### src/rtl/restoring_divider_pkg.sv
// rtl/restoring_divider_pkg.sv - shared state encodings and default width for the restoring divider
package restoring_divider_pkg;

    // Controller states
    typedef enum logic [1:0] {
        IDLE = 2'd0,
        RUN  = 2'd1,
        DONE = 2'd2
    } state_t;

    // Default operand/result width
    localparam int DEFAULT_WIDTH = 4;

    // Width of the step counter that must hold 0..width-1 (at least one bit)
    function automatic int count_width(input int width);
        return (width > 2) ? $clog2(width) : 1;
    endfunction

endpackage

### src/rtl/restoring_divider_div_step.sv
// rtl/restoring_divider_div_step.sv - one combinational restoring shift-subtract step
module div_step
    import restoring_divider_pkg::*;
#(
    parameter int WIDTH = DEFAULT_WIDTH
) (
    input  logic [WIDTH-1:0] p_in,
    input  logic             dividend_bit,
    input  logic [WIDTH-1:0] divisor,
    output logic [WIDTH-1:0] p_out,
    output logic             q_bit
);

    // The stored partial remainder is always below the divisor, so it fits in
    // WIDTH bits; only the shifted trial value needs the extra top bit.
    logic [WIDTH:0]   trial;
    logic [WIDTH-1:0] reduced;

    // Shift in the next dividend bit and subtract when the divisor fits
    always_comb begin
        trial   = {p_in, dividend_bit};
        // Modular WIDTH-bit subtraction is exact here: the true difference is
        // below the divisor whenever it is used.
        reduced = trial[WIDTH-1:0] - divisor;
        if (trial >= {1'b0, divisor}) begin
            q_bit = 1'b1;
            p_out = reduced;
        end else begin
            q_bit = 1'b0;
            p_out = trial[WIDTH-1:0];
        end
    end

endmodule

### src/rtl/restoring_divider.sv
// rtl/restoring_divider.sv - sequential unsigned restoring divider with start/done handshake
module restoring_divider
    import restoring_divider_pkg::*;
#(
    parameter int WIDTH = DEFAULT_WIDTH
) (
    input  logic             clk,
    input  logic             rst,
    input  logic             start,
    input  logic [WIDTH-1:0] dividend,
    input  logic [WIDTH-1:0] divisor,
    output logic             busy,
    output logic             done,
    output logic [WIDTH-1:0] quotient,
    output logic [WIDTH-1:0] remainder,
    output logic             div_by_zero
);

    localparam int CW = count_width(WIDTH);
    localparam logic [CW-1:0] LAST_STEP = CW'(WIDTH - 1);

    state_t state;
    state_t state_next;

    // Working registers. The dividend register shifts left once per step: its
    // MSB feeds the step and the new quotient bit enters at the LSB, so after
    // WIDTH steps it holds the full quotient.
    logic [WIDTH-1:0] work;
    logic [WIDTH-1:0] divisor_q;
    logic [WIDTH-1:0] partial;
    logic [CW-1:0]    step_count;

    logic [WIDTH-1:0] step_p;
    logic             step_q;
    logic             accept;
    logic             last_step;

    // A request is honoured whenever no division is running
    assign accept    = start && (state != RUN);
    assign last_step = (step_count == LAST_STEP);

    div_step #(
        .WIDTH(WIDTH)
    ) u_step (
        .p_in        (partial),
        .dividend_bit(work[WIDTH-1]),
        .divisor     (divisor_q),
        .p_out       (step_p),
        .q_bit       (step_q)
    );

    // State register
    always_ff @(posedge clk) begin
        if (rst) begin
            state <= IDLE;
        end else begin
            state <= state_next;
        end
    end

    // Next-state logic; DONE accepts a new request just like IDLE
    always_comb begin
        state_next = state;
        case (state)
            IDLE, DONE: begin
                if (start) begin
                    state_next = (divisor == '0) ? DONE : RUN;
                end else begin
                    state_next = IDLE;
                end
            end
            RUN: begin
                if (last_step) begin
                    state_next = DONE;
                end
            end
            default: state_next = IDLE;
        endcase
    end

    // Handshake outputs decoded from the state
    always_comb begin
        busy = 1'b0;
        done = 1'b0;
        case (state)
            RUN:     busy = 1'b1;
            DONE:    done = 1'b1;
            default: ;
        endcase
    end

    // Operand capture, per-step datapath and result registers
    always_ff @(posedge clk) begin
        if (rst) begin
            work        <= '0;
            divisor_q   <= '0;
            partial     <= '0;
            step_count  <= '0;
            quotient    <= '0;
            remainder   <= '0;
            div_by_zero <= 1'b0;
        end else if (accept) begin
            work       <= dividend;
            divisor_q  <= divisor;
            partial    <= '0;
            step_count <= '0;
            // A zero divisor skips RUN, so its results are loaded right here
            // on the way into DONE.
            if (divisor == '0) begin
                quotient    <= '1;
                remainder   <= dividend;
                div_by_zero <= 1'b1;
            end
        end else if (state == RUN) begin
            work       <= {work[WIDTH-2:0], step_q};
            partial    <= step_p;
            step_count <= step_count + 1'b1;
            if (last_step) begin
                quotient    <= {work[WIDTH-2:0], step_q};
                remainder   <= step_p;
                div_by_zero <= 1'b0;
            end
        end
    end

endmodule

### config.mk
export PLATFORM = sky130hd
export DESIGN_NAME = restoring_divider
export DESIGN_NICKNAME = d
export VERILOG_FILES = /design/src/rtl/restoring_divider_pkg.sv /design/src/rtl/restoring_divider_div_step.sv /design/src/rtl/restoring_divider.sv
export SDC_FILE = /design/constraint.sdc
export NUM_CORES = 1
export LEC_CHECK = 0
export BUFFER_PORTS_ARGS = -buffer_cell sky130_fd_sc_hd__buf_2
export CELL_PAD_IN_SITES_DETAIL_PLACEMENT = 1
export CELL_PAD_IN_SITES_GLOBAL_PLACEMENT = 1
export CORE_MARGIN = 2
export CORE_UTILIZATION = 37
export CTS_CLUSTER_DIAMETER = 30
export DETAILED_ROUTE_END_ITERATION = 8
export GPL_TIMING_DRIVEN = 0
export PLACE_DENSITY_LB_ADDON = 0.2
export SYNTH_ARGS = -nofsm -noshare
export SYNTH_HDL_FRONTEND = slang
export SYNTH_SLANG_ARGS = --single-unit
export TNS_END_PERCENT = 50
### constraint.sdc
create_clock -name clk -period 2 [get_ports clk]
set_clock_uncertainty 0.1 [all_clocks]
set_input_delay 0.3 -clock clk [delete_from_list [all_inputs] [get_ports clk]]
set_output_delay 0.3 -clock clk [all_outputs]
set_load 0.05 [all_outputs]
Yosys cells after proc, flatten, opt, wreduce, memory -nomap -nowiden
Index checks and enable logic that the tools add are counted.
{"block": "word_totals", "regBits": 25, "word_cells": 47, "output_inout_bits": 11, "input_bits": 11}
{"block": "op_classes", "n_addsub": 2, "n_eq_ne": 6, "n_mux": 22, "order_cmp": 1, "n_reduce_logical": 8}
{"operator": "$mux 4", "count": 11}
{"operator": "$mux 1", "count": 7}
{"operator": "$mux 2", "count": 3}
{"operator": "$ge 5x4->1", "count": 1}
{"operator": "$eq 2x2->1 const B", "count": 2}
{"operator": "$logic_not 4->1", "count": 1}
{"operator": "$ne 2x1->1 const B", "count": 2}
{"operator": "$pmux 2 s2", "count": 1}
{"operator": "$reduce_bool 2->1", "count": 2}
{"operator": "$reduce_or 2->1", "count": 2}
{"operator": "$sub 4x4->4", "count": 1}
{"operator": "$reduce_and 3->1", "count": 1}
{"operator": "$add 2x1->2 const B", "count": 1}
{"operator": "$eq 2x1->1 const B", "count": 1}
{"operator": "$logic_not 2->1", "count": 1}
{"operator": "$ne 2x2->1 const B", "count": 1}
{"operator": "$logic_and 1x1->1", "count": 1}

Longest topological paths before layout
{"block": "depth", "ltp_word": 5, "depth_mapped": 7, "mapped_depth_nobuf": 7}

Cells and area by module
Synthesis repeated with hierarchy kept, for this count alone.
{"block": "hier_totals", "hier_cells": 148, "area_unflattened_um2": 1286.2}
{"module": "restoring_divider", "instances": 1, "cells_each": 120, "seq_area_each_um2": 500.5, "area_each_um2": 1062.3}
{"module": "div_step", "instances": 1, "cells_each": 28, "seq_area_each_um2": 0.0, "area_each_um2": 224.0}

Worst setup path before layout
Ideal clock, no wire load.
{"block": "synth_path", "path_type": "register -> register", "from": "register work[3]", "to": "register remainder[3]", "arrival_time_ns": 1.712, "path_stages_with_launch": 8, "required_ns": 1.797, "setup_ns": 0.103, "n_path_buf": 0, "synth_period_minus_slack_ns": 1.915, "setup_slack_ns": 0.085, "path_cell_list": "dfxtp_1 -> inv_1 -> ha_1 -> nand2b_4 -> a2111oi_4 -> o21ai_1 -> o221a_2 -> a2111oi_2"}
{"block": "synth_between", "elab_chain_cells": 5, "word_cells_on_any_way": 6, "classes_between": "1 x add/sub; 1 x order compare; 4 x mux"}
{"item": "start: declaration", "line": "restoring_divider.sv:28", "rtl": "logic [WIDTH-1:0] work;"}
{"item": "start signal: assignment", "line": "restoring_divider.sv:103", "rtl": "work <= dividend;"}
{"item": "start signal: assignment", "line": "restoring_divider.sv:115", "rtl": "work <= {work[WIDTH-2:0], step_q};"}
{"item": "$sub 4x4->4 / $ge 5x4->1 (equally long branches)", "line": "restoring_divider_div_step.sv:24, restoring_divider_div_step.sv:25"}
{"item": "$mux 4 (*)", "line": "restoring_divider_div_step.sv:25", "rtl": "if (trial >= {1'b0, divisor}) begin"}
{"item": "$mux 4 (*)", "line": "restoring_divider.sv:118", "rtl": "if (last_step) begin"}
{"item": "$mux 4 (*)", "line": "restoring_divider.sv:114", "rtl": "end else if (state == RUN) begin"}
{"item": "$mux 4 (*)", "line": "restoring_divider.sv:102", "rtl": "end else if (accept) begin"}
{"item": "end signal: assignment", "line": "restoring_divider.sv:111", "rtl": "remainder <= dividend;"}
{"item": "end signal: assignment", "line": "restoring_divider.sv:120", "rtl": "remainder <= step_p;"}
{"item": "end: declaration", "line": "restoring_divider.sv:15", "rtl": "output logic [WIDTH-1:0] remainder,"}
Every way passes the cells marked *; elsewhere a longest branch is shown, timed or not. The select of a mux whose other input is x is not followed.
A chain may end at the register's enable or synchronous reset.

Worst setup path after layout
Same ends and word-level chain as after synthesis.

==> load_flow_metrics.sql <==
INSERT INTO impl_metrics (metric_group, metric, value, unit) VALUES
('run_status', 'status', 'completed', ''),
('setup_path', 'reg2reg_slack', '0.02', 'ns'),
('cells_and_area', 'layout.cells.most_common', 'buf_2', ''),
('synthesis', 'count_of_distinct_cell_types_in_the_synthesized_netlist', '36', ''),
('placed_design', 'pre_cts_ws', '-0.141', 'ns'),
('sta', 'final-max-slew-violation-count', '0', ''),
('synthesis', 'synth-seq-area-share', '40.2', '%'),
('job', 'maxCapViolCount', '0', ''),
('clocking', 'cts.sinks', '25', ''),
('clocking', 'ctsHtreeMaxLevel', '1', ''),
('cells_and_area', 'utilization', '46.7', '%'),
('placed_design', 'place_congestion', '0.747', ''),
('clocking', 'cts_hold_buffers', '0', ''),
('power', 'switching_power', '0.000359', 'W'),
('synthesis', 'synth.top_cells.by_area', 'dfxtp_1, ha_1, mux2i_1', ''),
('route', 'routedWlPerCell', '14.9', 'um'),
('sta', 'setup_total_negative_slack', '0', 'ns'),
('global_route', 'number_of_antenna_violations_at_the_first_check_in_global_routing', '0', ''),
('synthesis', 'synth_async_sr_flop_share', '0', '%'),
('clocking', 'clk_root_buffer_cell', 'clkbuf_4', ''),
('route', 'vias_per_cell', '5.07', ''),
('setup_path', 'cp-startpoint', 'work[3]', ''),
('clocking', 'cts_buffer_depth', '2', ''),
('route', 'wl_met2', '1540', 'um'),
('route', 'routed-wl-met3', '91', 'um'),
('power', 'internal_power', '0.000747', 'W'),
('global_route', 'maximum_number_of_pins_on_one_net_before_global_route_repair', '16', ''),
('setup_path', 'worst-r2r-cell-count', '7', ''),
('power', 'power_frac_seq', '49.5', '%'),
('setup_path', 'worst_r2r_startpoint', 'work[3]', ''),
('sta', 'fmax', '504', 'MHz'),
('cells_and_area', 'nNetsFinal', '185', ''),
('global_route', 'grt_pass1_vias', '1095', ''),
('route', 'drt_iter0_markers', '19', ''),
('min_path', 'worst_hold_path_type', 'input pin to flop', ''),
('placed_design', 'port_buffer_count', '21', ''),
('sta', 'worstMarginPinSlew', '0.577', 'ns'),
('synthesis', 'yosys_register_bits', '25', ''),
('synthesis', 'synthesis.instances', '140', ''),
('synthesis', 'synth.largest_area_cell', 'dfxtp_1', ''),
('synthesis', 'cell_area_after_synthesis', '0.00124', 'mm^2'),
('global_route', 'grt.total_usage', '18.3', '%'),
('setup_path', 'cp-start-kind', 'flop', ''),
('route', 'top_signal_layer_used', 'met4', ''),
('setup_path', 'critical_path.slowest_cell', 'a2111oi_4', ''),
('cells_and_area', 'antenna_cells_inserted', '0', ''),
('synthesis', 'postSynthAreaPerCell', '8.89', 'um^2'),
('die', 'die-height', '62.0', 'um'),
('route', 'drt.antenna.violating_nets', '0', ''),
('setup_path', 'critical-path-top-cell-by-count', 'a2111oi_4', ''),
('global_route', 'grt_first_pass_wirelength', '5140', 'um'),
('synthesis', 'synth_ff_type', 'dfxtp_1', ''),
('route', 'num_vias', '1079', ''),
('synthesis', 'synth_edf_count', '0', ''),
('sta', 'grt_setup_unrepaired', 'yes', ''),
('sta', 'worst_slew_margin_rel', '61.5', '%'),
('route', 'detail_route.drc_violations', '0', ''),
('sta', 'final.min_clock_period', '1.98', 'ns'),
('power', 'pwr-share-clk', '21.7', '%'),
('sta', 'finalSetupViolCount', '0', ''),
('setup_path', 'timing.critical_path.cells', 'inv_2, ha_4, nand2b_4, a2111oi_4, o21ai_1, o221a_2, a2111oi_4', ''),
('power', 'power.share.combinational', '28.8', '%'),
('synthesis', 'yosysWarnings', '0', ''),
('sta', 'report.final.hold_viol_count', '0', ''),
('cells_and_area', 'area_growth', '23.2', '%'),
('route', 'detail_route.wirelength.met1', '1520', 'um'),
('cells_and_area', 'nFillCells', '396', ''),
('setup_path', 'arrival', '2.12', 'ns'),
('cells_and_area', 'final_layout_size_suffix_gt1_share', '29.9', '%'),
('setup_path', 'cp_data_required_time', '2.14', 'ns'),
('setup_path', 'crit_family', 'compound AO/OA/AOI/OAI gates', '');
## stage by stage
step	total power [W]	instances	area (um^2)
floorplan	0.000749	140	1240
global placement	0.000809	207	1410
detailed placement	0.000820	207	1410
CTS	0.00111	213	1530
global route	0.00117	213	1530
finish	0.00111	213	1530
## synth_stat cells, types with 2 or more instances
cell,count
a2111oi_2,2
a211oi_1,6
a21oi_1,9
and3_1,3
buf_2,3
clkbuf_1,3
dfxtp_1,25
ha_1,5
inv_1,6
mux2i_1,6
nand2_1,11
nand2b_1,4
nand3_1,5
nor2_1,16
nor3_1,11
o22ai_1,4
xnor2_1,2
## cells by family after synthesis
logic type,share of synthesized area (%)
xor gates and xnor gates,2.11
adders and majority gates,6.63
AOI/OAI and AO/OA,16.7
DFF,40.2
and+or+nand+nor,23.8
muxes,6.03
buffers and inverters,4.52
## area by class of cell
| cell class | instances | area [um^2] | area share (%) |
|---|---|---|---|
| Buffer | 7 | 30.0 | 1.96 |
| Clock buffer | 3 | 22.5 | 1.47 |
| Clock inverter | 1 | 7.51 | 0.489 |
| Inverter | 7 | 26.3 | 1.71 |
| Multi-Input combinational cell | 101 | 767 | 50.0 |
| Sequential cell | 25 | 503 | 32.8 |
| Tap cell | 46 | 57.6 | 3.75 |
| Timing Repair Buffer | 23 | 120 | 7.83 |
## power by group through the flow
| stage | Clock, W | Combinational [W] | Sequential [W] |
|---|---|---|---|
| 2_1_floorplan | 0 | 0.000189 | 0.000561 |
| 4_1_cts | 0.000246 | 0.000320 | 0.000548 |
| 5_1_grt | 0.000268 | 0.000349 | 0.000552 |
| 6_report | 0.000239 | 0.000319 | 0.000548 |
| 3_3_place_gp | 0 | 0.000254 | 0.000555 |
| 3_5_place_dp | 0 | 0.000264 | 0.000556 |
## flip-flops by register name (all words and copies together) (netlist names)
register	count
div_by_zero	1
divisor_q	4
partial	4
quotient	4
remainder	4
state	2
step_count	2
work	4
## worst register-to-register path: cells and delay by family, from the launching register on
family                     cells  cell delay (ns)
adders and majority gates      1             0.22
buffers and inverters          1             0.05
AOI/OAI and AO/OA              4             1.01
and+or+nand+nor                1             0.15
DFF                            1             0.37
## layer usage
layer	vias to the layer above	global-route usage, %
met5	-	0
met4	0	4.56
met3	2	2.69
met2	14	30.7
met1	515	24.7
li1	548	-
## repair_timing
| action | 4_1_cts | 5_1_grt |
|---|---|---|
| pin swaps | 3 | 1 |
| gates resized for setup | 11 | 2 |
| endpoints found under the setup margin | 8 | 3 |
| buffers inserted | 2 | 0 |
## worst min path at each step
stage / start / end / slack (ns) / cells after the start
detailed placement: divisor_q[0] / divisor_q[0] / 0.36 / 2
CTS: divisor[0] / divisor_q[0] / 0.12 / 3
floorplan: divisor_q[1] / divisor_q[1] / 0.34 / 2
finish: divisor[3] / divisor_q[3] / 0.13 / 3
global route: divisor[0] / divisor_q[0] / 0.13 / 3
global placement: step_count[1] / step_count[1] / 0.35 / 2
No activity file was read; power rests on OpenSTA's default activity.
